--- src/rtl/dca_engine.sv ---
// Direct-cache-access engine: moves whole cache lines between the NIC line streams
// and the D-cache DCA port, one {cmd, addr, len} job at a time.
module dca_engine #(
    parameter int unsigned XLEN   = 32,
    parameter int unsigned CLSIZE = 256
) (
    input  logic              clk_i,
    input  logic              rst_i,
    input  logic              dca_req_i,
    output logic              dca_ready_o,
    input  logic [1:0]        dca_cmd_i,
    input  logic [XLEN-1:0]   dca_addr_i,
    input  logic [XLEN-1:0]   dca_len_i,
    output logic              dca_done_o,
    output logic [XLEN-1:0]   c_addr_o,
    output logic [CLSIZE-1:0] c_data_o,
    input  logic [CLSIZE-1:0] c_data_i,
    output logic              c_strobe_o,
    output logic              c_we_o,
    input  logic              c_ready_i,
    input  logic              rx_valid_i,
    input  logic [CLSIZE-1:0] rx_data_i,
    output logic              rx_ready_o,
    output logic              tx_valid_o,
    output logic [CLSIZE-1:0] tx_data_o,
    input  logic              tx_ready_i
);

    localparam int unsigned LINE_BYTES = CLSIZE / 8;
    localparam int unsigned OFS_W      = $clog2(LINE_BYTES);
    localparam int unsigned CNT_W      = XLEN + 1 - OFS_W;

    localparam logic [1:0]      CMD_WRITE = 2'b01;
    localparam logic [1:0]      CMD_READ  = 2'b10;
    localparam logic [XLEN-1:0] LINE_MASK = ~XLEN'(LINE_BYTES - 1);
    localparam logic [XLEN-1:0] LINE_STEP = XLEN'(LINE_BYTES);

    typedef enum logic [2:0] {
        IDLE,
        WR_GET,
        WR_ISSUE,
        RD_ISSUE,
        RD_PUSH,
        DONE
    } state_t;

    state_t           state;
    logic [CNT_W-1:0] remaining;

    // Line count rounded up, one bit wider than len so an all-ones length cannot wrap.
    logic [XLEN:0]    len_sum_c;
    logic [CNT_W-1:0] nlines_c;

    assign len_sum_c = {1'b0, dca_len_i} + (XLEN+1)'(LINE_BYTES - 1);
    assign nlines_c  = CNT_W'(len_sum_c >> OFS_W);

    always_ff @(posedge clk_i) begin
        if (rst_i) begin
            state       <= IDLE;
            remaining   <= '0;
            dca_ready_o <= 1'b1;
            dca_done_o  <= 1'b0;
            c_addr_o    <= '0;
            c_data_o    <= '0;
            c_strobe_o  <= 1'b0;
            c_we_o      <= 1'b0;
            rx_ready_o  <= 1'b0;
            tx_valid_o  <= 1'b0;
            tx_data_o   <= '0;
        end else begin
            dca_done_o <= 1'b0;
            case (state)
                IDLE: begin
                    // Ready returns one cycle after the done pulse.
                    dca_ready_o <= 1'b1;
                    if (dca_req_i && dca_ready_o) begin
                        dca_ready_o <= 1'b0;
                        c_addr_o    <= dca_addr_i & LINE_MASK;
                        remaining   <= nlines_c;
                        if (nlines_c == '0) begin
                            state <= DONE;
                        end else if (dca_cmd_i == CMD_WRITE) begin
                            rx_ready_o <= 1'b1;
                            state      <= WR_GET;
                        end else if (dca_cmd_i == CMD_READ) begin
                            c_strobe_o <= 1'b1;
                            c_we_o     <= 1'b0;
                            state      <= RD_ISSUE;
                        end else begin
                            state <= DONE;
                        end
                    end
                end
                WR_GET: begin
                    if (rx_valid_i) begin
                        rx_ready_o <= 1'b0;
                        c_data_o   <= rx_data_i;
                        c_strobe_o <= 1'b1;
                        c_we_o     <= 1'b1;
                        state      <= WR_ISSUE;
                    end
                end
                WR_ISSUE: begin
                    if (c_ready_i) begin
                        c_strobe_o <= 1'b0;
                        c_we_o     <= 1'b0;
                        c_addr_o   <= c_addr_o + LINE_STEP;
                        remaining  <= remaining - CNT_W'(1);
                        if (remaining == CNT_W'(1)) begin
                            state <= DONE;
                        end else begin
                            rx_ready_o <= 1'b1;
                            state      <= WR_GET;
                        end
                    end
                end
                RD_ISSUE: begin
                    if (c_ready_i) begin
                        c_strobe_o <= 1'b0;
                        tx_data_o  <= c_data_i;
                        tx_valid_o <= 1'b1;
                        state      <= RD_PUSH;
                    end
                end
                RD_PUSH: begin
                    if (tx_ready_i) begin
                        tx_valid_o <= 1'b0;
                        c_addr_o   <= c_addr_o + LINE_STEP;
                        remaining  <= remaining - CNT_W'(1);
                        if (remaining == CNT_W'(1)) begin
                            state <= DONE;
                        end else begin
                            c_strobe_o <= 1'b1;
                            c_we_o     <= 1'b0;
                            state      <= RD_ISSUE;
                        end
                    end
                end
                DONE: begin
                    dca_done_o <= 1'b1;
                    state      <= IDLE;
                end
                default: state <= IDLE;
            endcase
        end
    end

endmodule

--- config.mk ---
export PLATFORM = sky130hd
export DESIGN_NAME = dca_engine
export DESIGN_NICKNAME = d
export VERILOG_FILES = /design/src/rtl/dca_engine.sv
export SDC_FILE = /design/constraint.sdc
export NUM_CORES = 1
export LEC_CHECK = 0
export CAP_MARGIN = 15
export CORE_AREA = 3 3 441 443
export DETAILED_ROUTE_END_ITERATION = 8
export DIE_AREA = 0 0 444 446
export HOLD_SLACK_MARGIN = 0.03
export PLACE_DENSITY_LB_ADDON = 0.1
export SLEW_MARGIN = 20
export SYNTH_ARGS = -nofsm -noshare
export SYNTH_HDL_FRONTEND = slang
export SYNTH_SLANG_ARGS = --single-unit
--- constraint.sdc ---
create_clock -name clk_i -period 3.55 [get_ports clk_i]
set_input_delay 0.5325 -clock clk_i [delete_from_list [all_inputs] [get_ports clk_i]]
set_output_delay 0.5325 -clock clk_i [all_outputs]
set_load 0.01 [all_outputs]
# Yosys cells after proc, flatten, opt, wreduce, memory -nomap -nowiden
# Index checks and enable logic that the tools add are counted.
# totals
output_inout_bits	550
inputBits	584
ff_bits	581
word_cells	97
# classes
reduce_logical	17
n_eq_ne	20
n_addsub	3
mux	46
# op_table
operator	count
32-bit two-way mux	3
32-bit one-hot mux with 3 select lines	1
28-bit two-way mux	3
28-bit one-hot mux with 3 select lines	1
32-bit by 5-bit adder with 33-bit output (second input constant)	1
32-bit by 6-bit adder with 32-bit output (second input constant)	1
3-bit two-way mux	10
28-bit by 1-bit equality test with 1-bit output (second input constant)	1
28-bit zero test	1
28-bit by 1-bit subtractor with 28-bit output (second input constant)	1
1-bit two-way mux	23
2-bit != test (second input constant)	11
9-bit AND reduction	2
3-bit one-hot mux with 5 select lines	1
1-bit one-hot mux with 4 select lines	2
4-bit nonzero test	2
7-bit AND reduction	1
3-bit by 2-bit equality test with 1-bit output (second input constant)	2
3-bit equality test (second input constant)	2
3-bit nonzero test	2
5-bit AND reduction	1
2-bit AND reduction	2
4-bit AND reduction	1
3-bit by 1-bit equality test with 1-bit output (second input constant)	1
other kinds (10)	10

# Longest topological paths before layout
# logic_depth
word_depth	6
ltp_mapped	10

# Worst setup path before layout
# No wires, ideal clock.
# synth_timing
kind	input -> register
from	input port dca_len_i[3]
to	register state[2]
arrival_time_ns	2.720
n_path_buf	0
stages	7
setup_slack_ns	0.745
cell_sequence	nor4_1 -> a211oi_1 -> xnor2_1 -> or3_1 -> or4_1 -> o31a_1 -> o31ai_2
# synth_between
elab_chain_len	5
# synth_lines
element	line_no	rtl
from (decl)	13	input logic [XLEN-1:0] dca_len_i,
32-bit by 5-bit adder with 33-bit output	54	assign len_sum_c = {1'b0, dca_len_i} + (XLEN+1)'(LINE_BYTES - 1);
28-bit zero test	80	if (nlines_c == '0) begin
3-bit two-way mux	80	
3-bit two-way mux	76	if (dca_req_i && dca_ready_o) begin
3-bit one-hot mux with 5 select lines	72	case (state)
to (signal assigned)	81	state <= DONE;
to (signal assigned)	84	state <= WR_GET;
to (signal assigned)	88	state <= RD_ISSUE;
to (decl)	47	state_t state;
# Every way passes these cells. The select of a mux whose other input is x is not followed.
# A chain may end at the register's enable or synchronous reset.

# Worst setup path after layout
# layout_timing
from	register remaining[8]
to	register rx_ready_o
# layout_between
elab_chain_len	3
# layout_lines
element	line_no	rtl
from (decl)	48	logic [CNT_W-1:0] remaining;
from (signal assigned)	79	remaining <= nlines_c;
from (signal assigned)	108	remaining <= remaining - CNT_W'(1);
from (signal assigned)	129	remaining <= remaining - CNT_W'(1);
28-bit by 1-bit equality test with 1-bit output	109	if (remaining == CNT_W'(1)) begin
2-bit != test (no line)	-	
7-bit AND reduction (no line)	-	
to (signal assigned)	83	rx_ready_o <= 1'b1;
to (signal assigned)	96	rx_ready_o <= 1'b0;
to (signal assigned)	112	rx_ready_o <= 1'b1;
to (decl)	23	output logic rx_ready_o,
# Every way passes these cells.

==> results_tabular.tex <==
\begin{tabular}{lr}
\hline
Metric & Value \\
\hline
\multicolumn{2}{l}{\textbf{Outcome}} \\
Status & finished clean \\
\multicolumn{2}{l}{\textbf{Critical path}} \\
Worst endpoint data arrival time & 3.52 ns \\
WS Path Type & reg2reg \\
Crit path max-delay cell type & sky130\_fd\_sc\_hd\_\_or4\_1 \\
CP peak stage delay & 0.68 ns \\
Worst EP required & 4.12 ns \\
Critical path cell sequence & or4\_1 > or4\_4 > or4\_4 > or3b\_1 > a31oi\_1 > a2111oi\_0 \\
Critical-path maximum fanout & 6 \\
Critical Path End Type & flop \\
Cell occurring most often along the worst timing path & sky130\_fd\_sc\_hd\_\_or4\_4 \\
Startpoint type of the worst setup path & flop \\
\multicolumn{2}{l}{\textbf{Global routing}} \\
Total routing usage reported by global routing & 14.1\% \\
Pin count of the biggest net entering global routing & 136 \\
Number of global-route vias before repair & 23790 \\
Gr ovfl total & 0 \\
Antenna violations before repair & 50 \\
Global-route wire length before repair & 198000 um \\
\multicolumn{2}{l}{\textbf{Drt}} \\
Post-DR vias/cell & 3.65 \\
Routed length per instance & 22.3 um \\
Remaining antenna violation count & 0 \\
Vias after detailed routing & 23883 \\
Detailed-route wire length & 146000 um \\
Number of DRC violations after detailed-routing iteration 0 & 1096 \\
First-pass iteration count of the detailed router & 4 \\
DR DRC count & 0 \\
\multicolumn{2}{l}{\textbf{Power and ir drop}} \\
Power density over the cells & 604 nW/um2 \\
Leak Pwr & 12.7 nW \\
Max rail drop VDD & 0.474 mV \\
Sum of internal, switching and leakage power & 23.7 mW \\
\multicolumn{2}{l}{\textbf{Placement}} \\
Number of placed instances, taps included & 6380 \\
Pre-CTS worst setup slack & -0.0162 ns \\
Final HPWL DP & 110000 um \\
Port Buf Inserts & 1123 \\
Final GP Congestion & 0.803 \\
\multicolumn{2}{l}{\textbf{Floorplan}} \\
Boundary Pins & 1134 \\
Row count & 160 \\
Die footprint & 198000 um2 \\
Placeable Area & 190000 um2 \\
Floorplan die width & 444 um \\
Starting utilization of the core area & 11.6\% \\
Chip height & 446 um \\
\multicolumn{2}{l}{\textbf{CTS}} \\
Worst-Skew Late Latency & 0.71 ns \\
Number of buffers inserted by hold repair at cts & 0 \\
Depth of the CTS H-tree & 3 \\
Number of buffers added by the clock tree synthesis step & 86 \\
Clock tree from TritonCTS & yes \\
CTS Root Cell & sky130\_fd\_sc\_hd\_\_clkbuf\_16 \\
Clock edge transition at the registers on the reported setup and hold paths & 0.06 ns \\
\# resized after CTS & 0 \\
Maximum count of clock buffers along a single path & 3 \\
\# Post-CTS Setup Buffers & 0 \\
Clock sink total & 576 \\
\multicolumn{2}{l}{\textbf{Timing}} \\
Measured slew at the worst slew-check pin & 0.811 ns \\
Total of endpoints with negative setup slack in the final report & 0 \\
Max Clock Skew & 0.0411 ns \\
Relative slew slack & 45.4\% \\
Final hold violation count & 0 \\
Final Slew Violations & 0 \\
Maximum operating frequency & 338 MHz \\
RSZ-0062 raised after global routing & no \\
Final period utilization & 83.3\% \\
Final period demand of the worst path & 2.96 ns \\
Worst setup margin & 0.593 ns \\
Hold slack final & 0.198 ns \\
\multicolumn{2}{l}{\textbf{Synth}} \\
Cell area after technology mapping & 22000 um2 \\
Synth unique cells & 62 \\
Top post-synthesis cells by count & sky130\_fd\_sc\_hd\_\_nand2\_1, sky130\_fd\_sc\_hd\_\_dfxtp\_1, sky130\_fd\_sc\_hd\_\_a21oi\_1 \\
Count of flip-flops with a built-in enable after synthesis & 0 \\
Proportion of synthesized chip area in sequential cells & 52.3\% \\
Number of synthesized register bits & 576 \\
Most area-consuming cells after synthesis & sky130\_fd\_sc\_hd\_\_dfxtp\_1, sky130\_fd\_sc\_hd\_\_nand2\_1, sky130\_fd\_sc\_hd\_\_a21oi\_1, sky130\_fd\_sc\_hd\_\_clkbuf\_1, sky130\_fd\_sc\_hd\_\_nor2\_1 \\
Total number of yosys warnings & 0 \\
Leading cell type by number of instances after synthesis & sky130\_fd\_sc\_hd\_\_nand2\_1 \\
Async set-or-reset flop fraction in the synthesized netlist & 0\% \\
Post-synth top flop & sky130\_fd\_sc\_hd\_\_dfxtp\_1 \\
Cell count after synthesis & 2904 \\
Mean post-synth cell area & 7.59 um2 \\
Post-synthesis cell type with the largest combined area & sky130\_fd\_sc\_hd\_\_dfxtp\_1 \\
Top cell type's share of synthesized area & 52.3\% \\
\multicolumn{2}{l}{\textbf{Hold path}} \\
Hold Path Class & in2reg \\
\multicolumn{2}{l}{\textbf{Final layout}} \\
Net count of the finished layout & 4547 \\
Utilization of the core after routing & 20.7\% \\
Layout filler cell count & 21290 \\
Signed area change from the synthesized netlist to the final layout & 78.5\% \\
Share of final-layout standard cells stronger than drive strength 1 & 5.20\% \\
Non-Filler Instances & 6552 \\
\multicolumn{2}{l}{\textbf{Flow run}} \\
Max Cap Viol & 0 \\
\hline
\end{tabular}
-- critical path: cells and delay by family (launching register included) --
family / cells / cell delay, ns
AND/OR/NAND/NOR: 4 / 2.19
flip-flops: 1 / 0.36
AO/OA/AOI/OAI: 2 / 0.26
-- kinds of logic (layout without fill, tap and decap cells) --
family                   after synthesis  after routing  synth area share, %
AND/OR/NAND/NOR                     1317           1317                 24.1
AO/OA/AOI/OAI                        732            732                 17.8
flip-flops                           576            576                 52.3
buffers and inverters                241           1355                 4.19
XOR/XNOR                              29             29                 1.15
adder cells (fa/ha/maj)                6              6                0.341
multiplexers                           2              2               0.0908
other                                  1             24               0.0170
-- cell type report --
class                      instances  area [um2]  area share [%]
antenna                           19        47.5           0.121
sequential                       576       11500            29.3
multi-input combinational       2091        9650            24.5
clock inverter                    18         327           0.830
tap                             2511        3140            7.99
inverter                          20        75.1           0.191
timing repair buffer            1182       12000            30.4
clock buffer                     135        2610            6.62
-- report_power, final --
part / internal, mW / switching, mW / leakage [nW]
sequential: 7.15 / 0.574 / 4.66
clock: 5.41 / 3.61 / 1.43
combinational: 2.95 / 4.05 / 6.65
total: 15.5 / 8.23 / 12.7
-- routing by layer --
metal	global-route usage (%)	part of all wire [%]
met4	5.59	4.1
met5	0	0.10
met1	15.5	38
met3	4.97	7.2
met2	24.9	50
-- worst paths after layout --
| kind | startpoint | to | slack, ns | cells after the start |
|---|---|---|---|---|
| worst max register to register | remaining[8] | rx_ready_o | 0.59 | 6 |
| worst min-delay path | rst_i | tx_data_o[0] | 0.20 | 2 |
| worst min register to register | c_data_o[161] | c_data_o[161] | 0.45 | 2 |
| worst max-delay path | remaining[8] | rx_ready_o | 0.59 | 6 |
-- placed cells by master, fill, tap and decap left out, types with 7 or more instances in the layout --
cell                              synthesis  final
sky130_fd_sc_hd__xor2_1                  10     10
sky130_fd_sc_hd__buf_4                    5     37
sky130_fd_sc_hd__o21ai_1                  7      7
sky130_fd_sc_hd__a21oi_1                575    575
sky130_fd_sc_hd__nor4_1                  13     13
sky130_fd_sc_hd__dfxtp_1                576    576
sky130_fd_sc_hd__diode_2                  0     19
sky130_fd_sc_hd__clkbuf_1               211     22
sky130_fd_sc_hd__o21ai_0                 52     52
sky130_fd_sc_hd__and2_1                   7      7
sky130_fd_sc_hd__clkdlybuf4s50_1          0   1122
sky130_fd_sc_hd__clkbuf_8                 0     27
sky130_fd_sc_hd__nand3_1                 27     26
sky130_fd_sc_hd__nor2_1                  73     69
sky130_fd_sc_hd__nand4_1                 17     17
sky130_fd_sc_hd__nand2b_1                 9      9
sky130_fd_sc_hd__a22oi_1                  9      9
sky130_fd_sc_hd__inv_1                   20     20
sky130_fd_sc_hd__nand2_1               1093   1093
sky130_fd_sc_hd__o22ai_1                  7      7
sky130_fd_sc_hd__a211oi_1                18     18
sky130_fd_sc_hd__buf_12                   0     22
sky130_fd_sc_hd__a221oi_1                 7      7
sky130_fd_sc_hd__o211ai_1                 7      7
sky130_fd_sc_hd__and3_1                  11     11
sky130_fd_sc_hd__xnor2_1                 19     19
sky130_fd_sc_hd__a31oi_1                 11     11
sky130_fd_sc_hd__clkbuf_16                0     86
sky130_fd_sc_hd__nor3_1                  30     30
-- state kept, by name (all words and copies together) (netlist names), 3 cells and up --
name	cells
c_data_o	256
c_addr_o	27
tx_data_o	256
remaining	28
state	3
-- through the flow --
step	TNS, ns	cell area, um2
floorplan	0	22100
global placement	-0.0185	36400
detailed placement	-0.0162	36400
CTS	0	39300
global route	0	39300
finish	0	39300
No activity file was read; power rests on OpenSTA's default activity.
